## config.mk

```make
export PLATFORM = sky130hd
export DESIGN_NAME = bin_to_bcd_seq
export DESIGN_NICKNAME = d
export VERILOG_FILES = /design/src/rtl/bin_to_bcd_seq.sv
export SDC_FILE = /design/constraint.sdc
export NUM_CORES = 1
export LEC_CHECK = 0
export BUFFER_PORTS_ARGS = -buffer_cell sky130_fd_sc_hd__buf_2
export CORE_MARGIN = 8
export CORE_UTILIZATION = 57
export DETAILED_ROUTE_END_ITERATION = 10
export PLACE_DENSITY = 0.79
export SYNTH_ARGS = -nofsm -noshare
export SYNTH_HDL_FRONTEND = slang
export SYNTH_SLANG_ARGS = --single-unit
export TNS_END_PERCENT = 5
```

## constraint.sdc

```tcl
create_clock -name clk_i -period 2 [get_ports clk_i]
set_input_delay 0.4 -clock clk_i [delete_from_list [all_inputs] [get_ports clk_i]]
set_output_delay 0.4 -clock clk_i [all_outputs]
set_load 0.03 [all_outputs]
```

## src/rtl/bin_to_bcd_seq.sv

```systemverilog
// Sequential binary to packed-BCD converter (shift-add-3) with START/BUSY/DONE
// handshake, optional two's-complement input, overflow saturation and blank mask.
module bin_to_bcd_seq #(
  parameter int BIN_W    = 10,
  parameter int DIGITS   = 4,
  parameter int SIGNED   = 0,
  parameter int BLANK_LZ = 1
) (
  input  logic                  clk_i,
  input  logic                  rst_i,
  input  logic                  start_i,
  input  logic [BIN_W-1:0]      bin_i,
  output logic                  busy_o,
  output logic                  done_o,
  output logic [4*DIGITS-1:0]   bcdout_o,
  output logic                  sign_o,
  output logic                  ovf_o,
  output logic [DIGITS-1:0]     blank_o
);

  localparam int BCD_W = 4 * DIGITS;
  localparam int CNT_W = $clog2(BIN_W + 1);

  typedef enum logic [1:0] {S_IDLE, S_ADJ, S_SHIFT, S_FIN} state_t;

  state_t             state_q;
  logic [BCD_W-1:0]   bcd_q;
  logic [BIN_W-1:0]   mag_q;
  logic               neg_q;
  logic               ovf_q;
  logic [CNT_W-1:0]   cnt_q;

  logic               neg_d;
  logic [BIN_W-1:0]   mag_d;
  logic [BCD_W-1:0]   res_d;

  function automatic logic [BCD_W-1:0] add3(input logic [BCD_W-1:0] b);
    logic [BCD_W-1:0] r;
    r = b;
    for (int i = 0; i < DIGITS; i++) begin
      if (b[4*i +: 4] >= 4'd5) r[4*i +: 4] = b[4*i +: 4] + 4'd3;
    end
    return r;
  endfunction

  // A digit is blankable only if it and every more significant digit are zero.
  function automatic logic [DIGITS-1:0] lz_mask(input logic [BCD_W-1:0] b, input logic ovf);
    logic [DIGITS-1:0] m;
    logic              zero_above;
    m          = '0;
    zero_above = 1'b1;
    for (int i = DIGITS - 1; i >= 1; i--) begin
      zero_above = zero_above & (b[4*i +: 4] == 4'd0);
      m[i]       = zero_above & ~ovf & (BLANK_LZ != 0);
    end
    return m;
  endfunction

  // Negating in BIN_W bits keeps -2^(BIN_W-1) as an unsigned magnitude.
  assign neg_d = (SIGNED != 0) && bin_i[BIN_W-1];
  assign mag_d = neg_d ? (~bin_i + BIN_W'(1)) : bin_i;
  assign res_d = ovf_q ? {DIGITS{4'h9}} : bcd_q;

  always_ff @(posedge clk_i) begin
    if (rst_i) begin
      state_q  <= S_IDLE;
      bcd_q    <= '0;
      mag_q    <= '0;
      neg_q    <= 1'b0;
      ovf_q    <= 1'b0;
      cnt_q    <= '0;
      busy_o   <= 1'b0;
      done_o   <= 1'b0;
      bcdout_o <= '0;
      sign_o   <= 1'b0;
      ovf_o    <= 1'b0;
      blank_o  <= '0;
    end else begin
      case (state_q)
        S_IDLE: begin
          done_o <= 1'b0;
          if (start_i) begin
            mag_q   <= mag_d;
            neg_q   <= neg_d;
            bcd_q   <= '0;
            ovf_q   <= 1'b0;
            cnt_q   <= '0;
            busy_o  <= 1'b1;
            state_q <= S_ADJ;
          end
        end
        S_ADJ: begin
          bcd_q   <= add3(bcd_q);
          state_q <= S_SHIFT;
        end
        S_SHIFT: begin
          {bcd_q, mag_q} <= {bcd_q[BCD_W-2:0], mag_q, 1'b0};
          ovf_q          <= ovf_q | bcd_q[BCD_W-1];
          cnt_q          <= cnt_q + CNT_W'(1);
          state_q        <= (cnt_q == CNT_W'(BIN_W - 1)) ? S_FIN : S_ADJ;
        end
        S_FIN: begin
          bcdout_o <= res_d;
          sign_o   <= neg_q;
          ovf_o    <= ovf_q;
          blank_o  <= lz_mask(bcd_q, ovf_q);
          busy_o   <= 1'b0;
          done_o   <= 1'b1;
          state_q  <= S_IDLE;
        end
        default: state_q <= S_IDLE;
      endcase
    end
  end

endmodule
```

Word level (Yosys, flattened, before mapping)
Index checks and enable logic that the tools add are counted.
- bits of input ports: 13
- flip-flop bits (word level): 55
- equal/unequal tests: 9
- bitwise operators: 7
- add/subtract/negate cells: 5
- mux-type cells: 19
- magnitude comparators: 4
- reduce and logical (&&, ||, !) cells: 13
- operators by type and width (operator ; count):
    16-bit one-hot mux with 3 select lines ; 1
    16-bit two-way mux ; 2
    4-bit two-way mux ; 5
    10-bit one-hot mux with 2 select lines ; 1
    4-bit by 2-bit adder with 4-bit output (second input constant) ; 4
    4-bit by 3-bit greater-or-equal comparator with 1-bit output (second input constant) ; 4
    4-bit logical NOT ; 3
    3-bit AND reduction ; 4
    10-bit two-way mux ; 1
    2-bit inequality test (second input constant) ; 5
    2-bit one-hot mux with 4 select lines ; 1
    4-bit one-hot mux with 2 select lines ; 1
    1-bit one-hot mux with 2 select lines ; 3
    1-bit bitwise AND ; 5
    4-bit by 1-bit adder with 4-bit output (second input constant) ; 1
    2-bit equality test (second input constant) ; 2
    4-bit equality test (second input constant) ; 1
    2-bit two-way mux ; 2
    2-bit AND reduction ; 2
    2-bit nonzero test ; 2
    3-bit nonzero test ; 1
    2-bit by 1-bit equality test with 1-bit output (second input constant) ; 1
    2-bit logical NOT ; 1
    1-bit two-way mux ; 2
    2 further kinds ; 2

Longest topological paths before layout
- word-level depth: 4
- depth in mapped cells: 8
- gate-level depth less buffers: 6

Least setup slack after synthesis
Ideal clock, no wire load.
- path type: register to register
- from: reg state_q[0]
- to: reg mag_q[9]
- data arrival time: 1600 ps
- cell stages (with the launch flop): 9
- clock period less this slack: 1686 ps
- setup slack: 314 ps
- required time: 1914 ps
- setup time: 86 ps
- path buffers: 2
- path through: dfxtp_1 > inv_1 > ha_1 > nor2b_1 > buf_2 > nor2_4 > buf_2 > nor2_1 > a211oi_1
- word-level cells in the longest chain between the ends: 3
- elaborated cells between the ends (all ways): 6
- those cells by class: eq/ne: 2; mux: 1; reduce/logical: 3
- ends and longest elaborated chain (what ; RTL line ; RTL):
    start, declared ; 26 ; state_t state_q;
    start signal, assigned ; 100 ; state_q <= (cnt_q == CNT_W'(BIN_W - 1)) ? S_FIN : S_ADJ;
    2-bit equality test or 2-bit logical NOT (tied branches) ; 79 ; case (state_q)
    2-bit nonzero test (no source line) or 2-bit inequality test (tied branches) ; n/a ;
    2-bit AND reduction (no source line) ; n/a ;
    end signal, assigned ; 83 ; mag_q <= mag_d;
    end signal, assigned ; 97 ; {bcd_q, mag_q} <= {bcd_q[BCD_W-2:0], mag_q, 1'b0};
    end, declared ; 28 ; logic [BIN_W-1:0] mag_q;
Several ways; a longest one is shown, not always the timed one.
A chain may end at the register's enable or synchronous reset.

Worst setup path in the final report
- from: reg state_q[0]
- to: reg bcd_q[0]
- word-level cells in the longest chain between the ends: 3
- elaborated cells between the ends (all ways): 8
- those cells by class: eq/ne: 4; mux: 1; reduce/logical: 3
- ends and longest elaborated chain (what ; RTL line ; RTL):
    2-bit by 1-bit equality test with 1-bit output (tied with other cells) ; 79 ;
    2-bit inequality test (no source line) or 3-bit nonzero test (tied branches) ; n/a ;
    3-bit AND reduction (no source line) ; n/a ;
    end signal, assigned ; 93 ; bcd_q <= add3(bcd_q);
    end signal, assigned ; 97 ;
    end, declared ; 27 ; logic [BCD_W-1:0] bcd_q;
Several ways; a longest one is shown, not always the timed one.

==> results.yml <==
outcome:
  outcome: "finished, final reports clean"
clock_network:
  cts_buffers: 5
  post_cts_resized: 0
  clkSlewWorstSetupHoldPaths_ps: 90
  post-cts-setup-buffers: 0
  hold_buffers: 0
  clkLatencyLatePin_ps: 310
  clock-sinks: 55
  cts_tree: "done"
  clock_path_buffers: 2
  htreeDepth: 2
  clockRootBuffer: "clkbuf_8"
global_routing:
  antenna_found_initial: 0
  grtUsageTotal: 0.179
  overflow: 0
  grt_max_degree: 32
  grt_pass1_wl_mm: 11.0
  grt_pass1_vias: 2336
yosys:
  ys_seq_area_frac: 0.394
  syn_area_per_cell_um2: 8.49
  synthCells: 329
  synthTopCellsByCount: "dfxtp_1, nor2_1, a21oi_1"
  yosysMostFrequentCell: "dfxtp_1"
  synth.area.top_cells: "dfxtp_1, ha_1, a21oi_1, nor2_1, mux2i_1"
  synth-simple-area-share: 0.218
  synth_xor_area_frac: 0.0188
  ys_types: 38
  synth_mux_area_frac: 0.0506
  synth_fa_ha_area_frac: 0.0672
  async_flop_share: 0
  synth_ff_type: "dfxtp_1"
  synth_top_family_by_area: "simple AND/OR/NAND/NOR gates"
  ys_ff_latch: 55
  synth-compound-area-share: 0.198
  ys_warn_count: 0
  synth_top_area_cell: "dfxtp_1"
  synth_area_mm2: 0.00279
  yosys.area.top_type_share: 0.394
  synth_edf_count: 0
final_layout:
  fin_util: 0.664
  num-fill-cells: 406
  regArea_mm2: 0.00110
  nNetsFinal: 388
  multi_input_area_mm2: 0.00156
  finalNonFillerCells: 428
  syn_to_final_growth_pct: 12.2
  fin_area_mm2: 0.00313
  diodes: 0
  drive_above_1_share: 0.161
floorplan:
  fp-row-count: 25
  start_util: 0.592
  coreArea_mm2: 0.00472
  ioPinCount: 37
  die_area_mm2: 0.00740
  die_w_um: 86.0
  fp.dieH_um: 86.0
worst_setup_path:
  crit_path_end_kind: "register"
  r2r-end: "bcd_q[0]"
  required_ps: 2180
  critPathMostFrequentCell: "nand2b_1"
  regToRegStartpoint: "state_q[0]"
  reg2reg_slack_ps: 160
  setup.worst_path.class: "register to register"
  cpMaxStageDelayCell: "dfxtp_1"
  critPathCapture: "bcd_q[0]"
  path_max_fanout: 16
  r2r_cells: 6
  cp-start-kind: "register"
  worstPathArrival_ps: 2010
  path_cells: "inv_1 -> ha_1 -> nand2b_1 -> nand2b_1 -> o21ai_0 -> a21oi_1"
  critical-path-max-stage-delay_ps: 380
  crit_start: "state_q[0]"
power_and_ir_drop:
  ir_drop_uv: 425
  power_density_mw_per_mm2: 800
  p_leak_nw: 1.19
placed_design:
  place_area_mm2: 0.00304
  io_buffers: 34
  hpwl_mm: 4.47
  place_inst: 420
  pre_cts_ws_ps: 164
  gp_congestion: 0.830
sta:
  rsz0062_at_grt: "no"
  tightest_slew_ps: 627
  finalSetupViolations: 0
  drv_slew: 0
  maxSlewHeadroom: 0.579
  finalCritPeriodShare: 0.920
  finalHoldViolCount: 0
  fin_crit_ps: 1840
  fin_skew_ps: 6.51
  fmax_mhz: 544
  postLayoutSetupSlackWorst_ps: 161
  fin_tns_setup_ps: 0
drt:
  drc: 0
  via_per_inst: 5.66
  drt_iter0_markers: 217
  dr.pass1.iters: 4
  routed_wl_mm: 6.40
  wl_per_cell_um: 14.9
  num_vias: 2422
  drtAntennaViolNets: 0
min_path:
  hold_class: "primary input to register"
  worstHoldPathCells: 3
run:
  maxCapViolCount: 0
-- layer usage --
layer / GRT usage / up-vias / wire length (um)
li1: - / 1217 / -
met1: 0.234 / 1112 / 2970
met2: 0.292 / 82 / 3000
met3: 0.0334 / 11 / 349
met4: 0.0478 / 0 / 76
met5: 0 / - / 0
-- power breakdown --
part	switching, mW	internal (mW)
Clock	0.365	0.241
Combinational	0.418	0.244
Sequential	0.0625	1.18
Total	0.845	1.66
-- flip-flops by register name, indices dropped and copies added (netlist names) --
name / flops
bcdout_o: 16
done_o: 1
cnt_q: 4
state_q: 2
blank_o: 3
ovf_o: 1
ovf_q: 1
mag_q: 10
busy_o: 1
bcd_q: 16
-- layout by cell type, fill, tap and decap left out, drive strengths merged --
cell type | synthesis | layout
a32oi | 2 | 2
mux2i | 13 | 13
nand4b | 13 | 13
nor4b | 1 | 1
a21oi | 31 | 31
xor2 | 4 | 4
nor2b | 6 | 6
nand2 | 16 | 16
o31ai | 4 | 4
conb | 1 | 2
and4b | 1 | 1
and2 | 1 | 1
nand3 | 2 | 2
o21bai | 2 | 2
clkinv | 0 | 3
nand2b | 16 | 16
xnor2 | 2 | 2
a2bb2oi | 1 | 1
clkbuf | 14 | 5
a211oi | 17 | 17
a22oi | 2 | 2
nand3b | 10 | 10
o22ai | 4 | 4
mux2 | 1 | 1
nor3 | 2 | 2
dfxtp | 55 | 55
inv | 12 | 12
or4b | 1 | 1
nor2 | 37 | 37
buf | 9 | 46
o21ai | 32 | 32
ha | 15 | 15
nand4 | 1 | 1
nor3b | 1 | 1
-- worst min-delay path by stage --
stage	end	slack, ps	from
2_1_floorplan	mag_q[0]	430	mag_q[0]
3_3_place_gp	mag_q[0]	440	mag_q[0]
3_5_place_dp	mag_q[0]	450	mag_q[0]
4_1_cts	mag_q[0]	350	bin_i[0]
5_1_grt	mag_q[0]	370	bin_i[0]
6_report	mag_q[0]	370	bin_i[0]
-- cell families after synthesis --
group / Yosys count
and+or+nand+nor: 108
muxes: 14
DFF: 55
adders and majority gates: 15
AOI/OAI and AO/OA: 95
buffers and inverters: 35
other: 1
xor gates and xnor gates: 6
-- critical path: cells and delay by family (launching register included) --
family / cells / cell delay (ps)
flip-flops: 1 / 380
buffers and inverters: 1 / 100
AO/OA/AOI/OAI: 2 / 390
adder cells (fa/ha/maj): 1 / 280
AND/OR/NAND/NOR: 2 / 550
-- final cells by class --
type                            count  share of cell area
Clock inverter                      3             0.00479
Multi-Input combinational cell    240               0.498
Tap cell                           67              0.0267
Timing Repair Buffer               46              0.0830
Inverter                           12              0.0144
Clock buffer                        5              0.0220
Sequential cell                    55               0.351
-- per-stage QoR --
step	hold WS, ps	power (mW)
floorplan	432	1.74
CTS	354	2.51
global route	370	2.65
finish	367	2.51
detailed placement	455	1.92
global placement	442	1.90
Power figures use the tool's default switching activity.
